**src/rtl/avr_sram_fifo.sv**
```systemverilog
// AVR external-memory window onto a pair of byte FIFOs: TX carries AVR writes out
// to a stream port, RX carries an inbound stream back to AVR reads.

module avr_sram_fifo_q #(
    parameter int DEPTH = 16
) (
    input  logic                   clk,
    input  logic                   rst,
    input  logic                   i_push,
    input  logic                   i_pop,
    input  logic                   i_flush,
    input  logic [7:0]             i_data,
    output logic [7:0]             o_head,
    output logic [$clog2(DEPTH):0] o_count,
    output logic                   o_full,
    output logic                   o_empty
);
    localparam int AW = $clog2(DEPTH);
    localparam int CW = AW + 1;

    logic [7:0]    r_mem [DEPTH];
    logic [AW-1:0] r_wr;
    logic [AW-1:0] r_rd;
    logic [CW-1:0] r_cnt;
    logic          w_push;
    logic          w_pop;

    assign o_full  = (r_cnt == CW'(DEPTH));
    assign o_empty = (r_cnt == '0);
    assign o_count = r_cnt;
    assign o_head  = r_mem[r_rd];

    // A full FIFO refuses a push even when a pop frees a slot in the same cycle.
    assign w_push = i_push & ~o_full;
    assign w_pop  = i_pop & ~o_empty;

    always_ff @(posedge clk or posedge rst) begin
        if (rst) begin
            r_wr  <= '0;
            r_rd  <= '0;
            r_cnt <= '0;
        end else if (i_flush) begin
            r_wr  <= '0;
            r_rd  <= '0;
            r_cnt <= '0;
        end else begin
            if (w_push) r_wr <= r_wr + AW'(1);
            if (w_pop)  r_rd <= r_rd + AW'(1);
            case ({w_push, w_pop})
                2'b10:   r_cnt <= r_cnt + CW'(1);
                2'b01:   r_cnt <= r_cnt - CW'(1);
                default: r_cnt <= r_cnt;
            endcase
        end
    end

    always_ff @(posedge clk) begin
        if (w_push && !i_flush) r_mem[r_wr] <= i_data;
    end
endmodule

// Read-access FSM
// state   | meaning
// RD_IDLE | no read in progress; cs&oe here is phase 1 (wait_o=1, capture dout)
// RD_DONE | phase 2: wait_o=0, dout valid, RX pops if a DATA read captured data
// RD_HOLD | read finished, waiting for cs&oe to drop
module avr_sram_fifo #(
    parameter int DEPTH = 16
) (
    input  logic       clk,
    input  logic       rst,
    input  logic       cs,
    input  logic       oe,
    input  logic       we,
    input  logic [2:0] adr,
    input  logic [7:0] din,
    output logic [7:0] dout,
    output logic       wait_o,
    output logic       irq,
    output logic [7:0] tx_data,
    output logic       tx_valid,
    input  logic       tx_ready,
    input  logic [7:0] rx_data,
    input  logic       rx_valid,
    output logic       rx_ready
);
    localparam int CW = $clog2(DEPTH) + 1;
    localparam logic [2:0] A_DATA   = 3'd0;
    localparam logic [2:0] A_STATUS = 3'd1;
    localparam logic [2:0] A_RXCNT  = 3'd2;
    localparam logic [2:0] A_TXCNT  = 3'd3;
    localparam logic [2:0] A_CTRL   = 3'd4;

    typedef enum logic [1:0] {
        RD_IDLE,
        RD_DONE,
        RD_HOLD
    } rd_state_t;

    rd_state_t     r_rd_state;
    rd_state_t     w_rd_next;
    logic          r_we_d;
    logic          r_rd_pop;
    logic          r_txovf;
    logic          r_irqen;
    logic [7:0]    r_dout;

    logic          w_acc_rd;
    logic          w_acc_wr;
    logic          w_wr_fire;
    logic          w_wr_data;
    logic          w_wr_ctrl;
    logic          w_wait;
    logic          w_rd_capture;
    logic          w_rx_pop;
    logic [7:0]    w_rd_mux;

    logic [7:0]    w_tx_head;
    logic [CW-1:0] w_tx_count;
    logic          w_tx_full;
    logic          w_tx_empty;
    logic [7:0]    w_rx_head;
    logic [CW-1:0] w_rx_count;
    logic          w_rx_full;
    logic          w_rx_empty;

    assign w_acc_rd  = cs & oe;
    assign w_acc_wr  = cs & we;
    assign w_wr_fire = w_acc_wr & ~r_we_d;
    assign w_wr_data = w_wr_fire & (adr == A_DATA);
    assign w_wr_ctrl = w_wr_fire & (adr == A_CTRL);

    avr_sram_fifo_q #(.DEPTH(DEPTH)) u_tx (
        .clk     (clk),
        .rst     (rst),
        .i_push  (w_wr_data),
        .i_pop   (tx_ready),
        .i_flush (w_wr_ctrl & din[1]),
        .i_data  (din),
        .o_head  (w_tx_head),
        .o_count (w_tx_count),
        .o_full  (w_tx_full),
        .o_empty (w_tx_empty)
    );

    avr_sram_fifo_q #(.DEPTH(DEPTH)) u_rx (
        .clk     (clk),
        .rst     (rst),
        .i_push  (rx_valid),
        .i_pop   (w_rx_pop),
        .i_flush (w_wr_ctrl & din[0]),
        .i_data  (rx_data),
        .o_head  (w_rx_head),
        .o_count (w_rx_count),
        .o_full  (w_rx_full),
        .o_empty (w_rx_empty)
    );

    always_comb begin
        w_rd_next    = r_rd_state;
        w_wait       = 1'b0;
        w_rd_capture = 1'b0;
        w_rx_pop     = 1'b0;
        case (r_rd_state)
            RD_IDLE: begin
                if (w_acc_rd) begin
                    w_wait       = 1'b1;
                    w_rd_capture = 1'b1;
                    w_rd_next    = RD_DONE;
                end
            end
            RD_DONE: begin
                if (w_acc_rd) begin
                    w_rx_pop  = r_rd_pop;
                    w_rd_next = RD_HOLD;
                end else begin
                    w_rd_next = RD_IDLE;
                end
            end
            RD_HOLD: begin
                if (!w_acc_rd) w_rd_next = RD_IDLE;
            end
            default: w_rd_next = RD_IDLE;
        endcase
    end

    always_comb begin
        w_rd_mux = 8'h00;
        case (adr)
            A_DATA:   w_rd_mux = w_rx_empty ? 8'h00 : w_rx_head;
            A_STATUS: w_rd_mux = {r_irqen, 2'b00, r_txovf, w_rx_full,
                                  w_tx_empty, w_tx_full, ~w_rx_empty};
            A_RXCNT:  w_rd_mux = 8'(w_rx_count);
            A_TXCNT:  w_rd_mux = 8'(w_tx_count);
            A_CTRL:   w_rd_mux = {r_irqen, 7'b0};
            default:  w_rd_mux = 8'h00;
        endcase
    end

    always_ff @(posedge clk or posedge rst) begin
        if (rst) r_rd_state <= RD_IDLE;
        else     r_rd_state <= w_rd_next;
    end

    // r_we_d resets high so a write strobe held through reset must drop before it acts.
    always_ff @(posedge clk or posedge rst) begin
        if (rst) begin
            r_we_d   <= 1'b1;
            r_rd_pop <= 1'b0;
            r_txovf  <= 1'b0;
            r_irqen  <= 1'b0;
            r_dout   <= 8'h00;
        end else begin
            r_we_d <= w_acc_wr;
            if (w_rd_capture) begin
                r_dout   <= w_rd_mux;
                r_rd_pop <= (adr == A_DATA) & ~w_rx_empty;
            end
            if (w_wr_data && w_tx_full)      r_txovf <= 1'b1;
            else if (w_wr_ctrl && din[2])    r_txovf <= 1'b0;
            if (w_wr_ctrl) r_irqen <= din[7];
        end
    end

    assign dout     = r_dout;
    assign wait_o   = w_wait & ~rst;
    assign irq      = r_irqen & ~w_rx_empty;
    assign tx_data  = w_tx_head;
    assign tx_valid = ~w_tx_empty;
    assign rx_ready = ~w_rx_full & ~rst;
endmodule

```
**config.mk**
```make
export PLATFORM = sky130hd
export DESIGN_NAME = avr_sram_fifo
export DESIGN_NICKNAME = d
export VERILOG_FILES = /design/src/rtl/avr_sram_fifo.sv
export SDC_FILE = /design/constraint.sdc
export NUM_CORES = 1
export LEC_CHECK = 0
export ABC_AREA = 1
export CORE_ASPECT_RATIO = 1.2
export CORE_MARGIN = 3
export CORE_UTILIZATION = 45
export CTS_CLUSTER_SIZE = 24
export DETAILED_ROUTE_END_ITERATION = 10
export DONT_BUFFER_PORTS = 1
export HOLD_SLACK_MARGIN = 0.06
export PLACE_DENSITY = 0.71
export SLEW_MARGIN = 20
export SYNTH_ARGS = -nofsm -noshare
export SYNTH_HDL_FRONTEND = slang
export SYNTH_SLANG_ARGS = --single-unit
```
**constraint.sdc**
```tcl
create_clock -name clk -period 4.27 [get_ports clk]
set_input_delay 0 -clock clk [delete_from_list [all_inputs] [get_ports clk]]
set_output_delay 0 -clock clk [all_outputs]
set_load 0.01 [all_outputs]
```
==> results of run 1 <==
## cell usage in the layout, fill, tap and decap left out, types with 2 or more instances in the layout
master         synthesis  layout
dlygate4sd3_1          0      29
o211ai_1              37      37
nor2_1               158     158
o21ai_1               42      42
xnor2_1                5       5
nor3_2                 0       5
nand3_1              112     112
dfrtp_1               39      36
edfxtp_1             256     256
nor2_2                 2       2
clkbuf_1              15      12
clkinv_1               5      10
ha_1                  17      17
nand4_1                3       3
o21ai_0               65      65
buf_4                  6       7
xor2_1                 6       6
o21bai_1               2       2
nand2_1              227     227
inv_1                 60      59
nor2_4                 2       2
a21oi_1               12      12
clkbuf_16              0      29
a31oi_1                2       2
inv_2                 12      13
clkinv_2               0       3
o22ai_1               11      11
nor3_1                11       6
dfrtp_2                0       3
## Yosys cell counts, types with 11 or more instances
cell type,n,area share
edfxtp_1,256,0.60
nand2_1,227,0.067
nor2_1,158,0.047
nand3_1,112,0.044
o21ai_0,65,0.026
inv_1,60,0.018
o21ai_1,42,0.017
dfrtp_1,39,0.077
o211ai_1,37,0.022
buf_2,26,0.010
ha_1,17,0.017
clkbuf_1,15,0.0044
a21oi_1,12,0.0047
inv_2,12,0.0035
nor3_1,11,0.0043
o22ai_1,11,0.0054
## worst max-delay path: stages
cell and delay, ns:
dlygate4sd3_1 0.58, inv_2 0.05, nand2_1 0.05, dlygate4sd3_1 0.58
nor2_2 0.07, dlygate4sd3_1 0.58, nand2_1 0.13, nor2_4 0.09
nor3_1 0.88
## logic make-up after synthesis
| logic type | after synthesis | share of synthesized area |
|---|---|---|
| flip-flops | 296 | 0.683 |
| buffers and inverters | 129 | 0.0448 |
| adder cells (fa/ha/maj) | 17 | 0.0167 |
| AO/OA/AOI/OAI | 175 | 0.0789 |
| AND/OR/NAND/NOR | 517 | 0.167 |
| XOR/XNOR | 11 | 0.00757 |
| multiplexers | 2 | 0.00167 |
## stage by stage
| step | setup WS [ns] | std cells | instance area, um^2 |
|---|---|---|---|
| floorplan | 2.04 | 1147 | 12700 |
| global placement | 1.79 | 1476 | 13000 |
| detailed placement | 1.72 | 1476 | 13000 |
| CTS | 1.37 | 1555 | 14100 |
| global route | 1.22 | 1556 | 14100 |
| finish | 1.39 | 1556 | 14100 |
## layout make-up
cell class / count / area share
timing repair buffer: 36 / 0.0243
clock inverter: 9 / 0.00452
inverter: 77 / 0.0205
tap: 374 / 0.0332
clock buffer: 41 / 0.0546
antenna: 1 / 0.000177
sequential: 296 / 0.616
multi-input combinational: 722 / 0.247
## state kept, by name (all words and copies together) (netlist names)
| register | count |
|---|---|
| dout | 8 |
| r_irqen | 1 |
| r_rd_pop | 1 |
| r_rd_state | 2 |
| r_txovf | 1 |
| r_we_d | 1 |
| u_rx.o_count | 5 |
| u_rx.r_mem | 128 |
| u_rx.r_rd | 4 |
| u_rx.r_wr | 4 |
| u_tx.o_count | 5 |
| u_tx.r_mem | 128 |
| u_tx.r_rd | 4 |
| u_tx.r_wr | 4 |
## routing by layer
metal	GRT usage	vias to the layer above	share of wire
li1	-	4018	-
met3	0.0294	63	0.058
met2	0.320	259	0.50
met1	0.234	3962	0.40
met4	0.0684	0	0.037
met5	0	-	0
## timing repair
| action | in CTS | in global routing |
|---|---|---|
| endpoints found under the setup margin | 0 | 0 |
| hold buffers | 29 | 0 |
| endpoints found under the hold margin | 326 | 0 |
## worst max-delay path by stage
stage	start	slack [ns]	end
2_1_floorplan	u_tx.o_count[3]$_DFFE_PP0P_	2.04	u_tx.o_count[4]$_DFFE_PP0P_
3_3_place_gp	u_tx.o_count[0]$_DFFE_PP0P_	1.79	u_tx.o_count[4]$_DFFE_PP0P_
3_5_place_dp	u_tx.o_count[0]$_DFFE_PP0P_	1.72	u_tx.o_count[4]$_DFFE_PP0P_
4_1_cts	adr[1]	1.37	u_tx.r_mem[4][5]$_DFFE_PP_
5_1_grt	adr[0]	1.22	u_tx.o_count[4]$_DFFE_PP0P_
6_report	adr[0]	1.39	u_tx.r_mem[15][5]$_DFFE_PP_
## power by group through the flow
stage | logic (mW) | clock network, mW | registers (mW)
2_1_floorplan | 2.07 | 0 | 3.58
3_3_place_gp | 2.47 | 0 | 3.73
3_5_place_dp | 2.52 | 0 | 3.74
4_1_cts | 2.60 | 2.33 | 3.68
5_1_grt | 2.94 | 2.44 | 3.72
6_report | 2.60 | 2.29 | 3.69
==> impl_metrics.yaml, run 1 <==
synthesis:
  avgSynthCellArea_um2: 11.1
  ys_seq_area_frac: 0.683
  synth_cell_types: 36
  synth_seq_cells: 296
  synthesis.nets: 1190
  synth-edff-count: 256
  yosys_warnings: 0
  async_flop_share: 0.135
  synthFlopType: "edfxtp_1"
  synthCells: 1147
  syn_area_mm2: 0.0127
global_route:
  antenna_found_initial: 1
  grt_max_degree: 67
  grt_overflow_total: 0
  grt_pass1_wl_um: 44700
  grt_pass1_vias: 8170
  grt_use_total: 0.184
setup_path:
  cp.arrival_ns: 3.02
  worstPathRequired_ns: 4.42
  r2r_end: "u_tx.o_count[4]$_DFFE_PP0P_"
  worst_setup_path_end_kind: "register"
  worst_r2r_path_depth: 15
  reg2reg_slack_ns: 1.70
  path_class: "input port to register"
  timing.rr.start: "u_tx.o_count[0]$_DFFE_PP0P_"
  cp-start-kind: "input port"
  cp_max_fo: 8
timing:
  hold_viol_final: 0
  max-slew-margin-rel: 0.276
  max_freq_mhz: 348
  setup_tns_ns: 0
  tightest_slew_ns: 1.08
  fin_crit_ns: 2.88
  clock_skew_ns: 0.0155
  setup_violations: 0
  maxSlewViolCount: 0
  hold_slack_ns: 0.102
  period_share: 0.674
  rsz0062_at_grt: "no"
final_layout:
  area_growth_pct: 11.0
  nNetsFinal: 1205
  fin_util: 0.513
  multi_input_area_mm2: 0.00349
  register_area_mm2: 0.00869
  layout-drive-gt1-share: 0.0584
  fillers: 2366
pwr:
  leakage_nw: 5.23
  switching_share: 0.359
  p_switching_mw: 3.08
  p_seq_frac: 0.430
  power_mw: 8.58
  peakVddDrop_mv: 0.385
  powerDensity_mw_per_mm2: 608
  pwr-share-comb: 0.303
  p_int_mw: 5.50
  clockPowerShare: 0.267
die:
  core_area_mm2: 0.0275
  die_w_um: 159
  io_pins: 46
  std_cell_rows: 66
  die_h_um: 190
  die-area_mm2: 0.0303
  start_util: 0.463
place:
  dp_hpwl_um: 17800
  io_buffers: 0
  gp_congestion: 0.830
clock_tree:
  cts_buffers: 29
  clk_pin_slew_worst_paths_ns: 0.06
  cts_tree: "built"
  cts_setup_buffers: 0
  cts_buffer_depth: 3
  clock-sinks: 296
  ctsHtreeMaxLevel: 1
  clock-root-buffer: "clkbuf_16"
  clock_latency_ns: 0.54
  post_cts_resized: 0
detailed_routing:
  wl_per_cell_um: 18.1
  vias_per_cell: 5.34
  firstDrtPassIters: 8
  drc_errors: 0
  drt_wl_total_um: 28100
  final_antenna_net_count: 0
  vias: 8302
  drt_iter0_markers: 829
flow_run:
  maxCapViolations: 0
outcome:
  status: "completed"
hold_path:
  worstHoldPathType: "input port to asynchronous set/reset pin"
(Power assumes the default switching activity.)
==> run 2: changes to the inputs <==
==> constraint.sdc (replaced) <==
create_clock -name clk -period 2.75 [get_ports clk]
set_input_delay 0 -clock clk [delete_from_list [all_inputs] [get_ports clk]]
set_output_delay 0 -clock clk [all_outputs]
set_load 0.01 [all_outputs]
==> run 2 against run 1 <==
  * Combinational power grew 63%
  * Register-to-register slack lost 1.4 ns
  * First-iteration DRC count shrank 17%
  * Sequential share of layout area shrank 1.5 points
  * Core utilization grew 1.3 points
  * Critical endpoint is now u_rx.o_count[4]$_DFFE_PP0P_
==> impl_metrics.yaml, run 2 (synthesized netlist as in run 1, its figures left out) <==
final_layout:
  area_growth_pct: 13.8
  diodes: 0
  fillers: 2332
  final_common_cell: "edfxtp_1"
  layout-drive-gt1-share: 0.0857
  stdcell_count: 1587
  nNetsFinal: 1234
  final_cell_mix: "edfxtp_1 (256), nand2_1 (227), nor2_1 (158)"
timing:
  hold_slack_ns: 0.0929
  maxSlewViolCount: 0
  setup_tns_ns: 0
  clock_skew_ns: 0.0110
  period_share: 0.893
  max_freq_mhz: 407
  max-slew-margin-rel: 0.475
  setup_violations: 0
  fin_crit_ns: 2.46
  tightest_slew_ns: 0.785
  rsz0062_at_grt: "no"
  hold_viol_final: 0
pwr:
  switching_share: 0.355
  powerDensity_mw_per_mm2: 956
  leakage_nw: 5.45
  clockPowerShare: 0.284
  pwr-share-comb: 0.307
  p_int_mw: 8.93
  p_seq_frac: 0.409
  p_switching_mw: 4.91
  peakVddDrop_mv: 0.718
detailed_routing:
  vias: 8509
  drt_wl_total_um: 28500
  wl_per_cell_um: 18.0
  drt_iter0_markers: 689
  drc_errors: 0
  vias_per_cell: 5.36
  firstDrtPassIters: 5
  final_antenna_net_count: 0
global_route:
  grt_max_degree: 67
  grt_overflow_total: 0
  grt_pass1_vias: 8436
  grt_pass1_wl_um: 45300
  grt_use_total: 0.186
  antenna_found_initial: 0
place:
  placed_cells: 1503
  gp_congestion: 0.838
  dp_hpwl_um: 18000
  io_buffers: 0
setup_path:
  worst_setup_path_end_kind: "register"
  startpoint: "u_rx.o_count[0]$_DFFE_PP0P_"
  cp_max_fo: 7
  cp-start-kind: "register"
  cp.arrival_ns: 2.88
  path_class: "register to register"
  worstPathRequired_ns: 3.17
  timing.rr.start: "u_rx.o_count[0]$_DFFE_PP0P_"
clock_tree:
  clock_latency_ns: 0.54
  clk_pin_slew_worst_paths_ns: 0.06
  cts_buffer_depth: 3
  clock-root-buffer: "clkbuf_16"
  clock-sinks: 296
  cts_buffers: 29
  ctsHtreeMaxLevel: 1
  cts_tree: "built"
die:
  die_w_um: 159
  die-area_mm2: 0.0303
  start_util: 0.463
  core_area_mm2: 0.0275
  die_h_um: 190
  io_pins: 46
  std_cell_rows: 66
hold_path:
  worstHoldPathType: "input port to register"
  hold_start: "adr[1]"
outcome:
  status: "completed"
flow_run:
  maxCapViolations: 0
## run 2: cell types whose count changed in the layout (fill, tap and decap cells not counted), moves of 2 or more
cell	change
nor3_1	+5
nor3_2	-5
buf_4	+25
clkinv_2	+2
clkinvlp_4	+3
buf_12	+4
bufinv_16	+3
clkbuf_1	-6
## run 2: path summary, 6_finish.rpt
check                                         endpoint  slack [ns]  depth (start not counted)
setup / recovery           u_rx.o_count[4]$_DFFE_PP0P_        0.29                         12
hold / removal                     dout[4]$_DFFE_PP0P_        0.09                          6
setup reg to reg           u_rx.o_count[4]$_DFFE_PP0P_        0.29                         12
hold reg to reg                    r_txovf$_DFFE_PP0P_        0.50                          1
max in group asynchronous             r_we_d$_DFF_PP1_        1.77                          4
min in group asynchronous          dout[4]$_DFFE_PP0P_        0.67                          4
## run 2: power by group through the flow
| stage | registers, mW | clock network [mW] | logic (mW) |
|---|---|---|---|
| finish | 5.66 | 3.94 | 4.25 |
| floorplan | 5.56 | 0 | 3.21 |
| detailed placement | 5.74 | 0 | 4.11 |
| CTS | 5.65 | 3.99 | 4.25 |
| global route | 5.70 | 4.15 | 4.77 |
| global placement | 5.72 | 0 | 3.99 |
## run 2: stage by stage
step           setup WS [ns]  cell area, um^2   util  power (mW)
4_1_cts               0.0869            14500  0.526        13.9
3_3_place_gp           0.304            13200  0.480        9.72
6_report               0.294            14500  0.526        13.8
2_1_floorplan          0.520            12700      -        8.77
3_5_place_dp           0.249            13200  0.480        9.85
5_1_grt               0.0967            14500  0.526        14.6
## run 2: timing repair
| action | in CTS | in global routing |
|---|---|---|
| endpoints found under the setup margin | 0 | 1 |
| hold buffers | 30 | 0 |
| buffers inserted | 0 | 1 |
| endpoints found under the hold margin | 331 | 0 |
| gates resized for setup | 0 | 2 |
## run 2: layer usage
metal | track usage | up-vias | part of all wire
met4 | 0.0630 | 0 | 0.030
met3 | 0.0244 | 66 | 0.050
met2 | 0.329 | 267 | 0.50
met5 | 0 | - | 0
met1 | 0.237 | 4102 | 0.41
li1 | - | 4074 | -
## run 2: area by class of cell
cell class,count,area (um^2),area share
sequential,296,8690,0.601
timing repair buffer,65,611,0.0422
multi-input combinational,722,3470,0.240
clock buffer,35,748,0.0517
clock inverter,18,195,0.0135
tap,374,468,0.0323
inverter,77,289,0.0200
## run 2: worst max-delay path: stages, from the launching register on
cell and delay [ns]:
dfrtp_1 0.41, nor2_1 0.15, nand4_1 0.18, nand2_1 0.23
inv_1 0.12, ha_1 0.27, xor2_1 0.18, ha_1 0.20
a21o_1 0.19, a31oi_1 0.22, nand2_1 0.07, nand2_1 0.06
o22ai_1 0.06
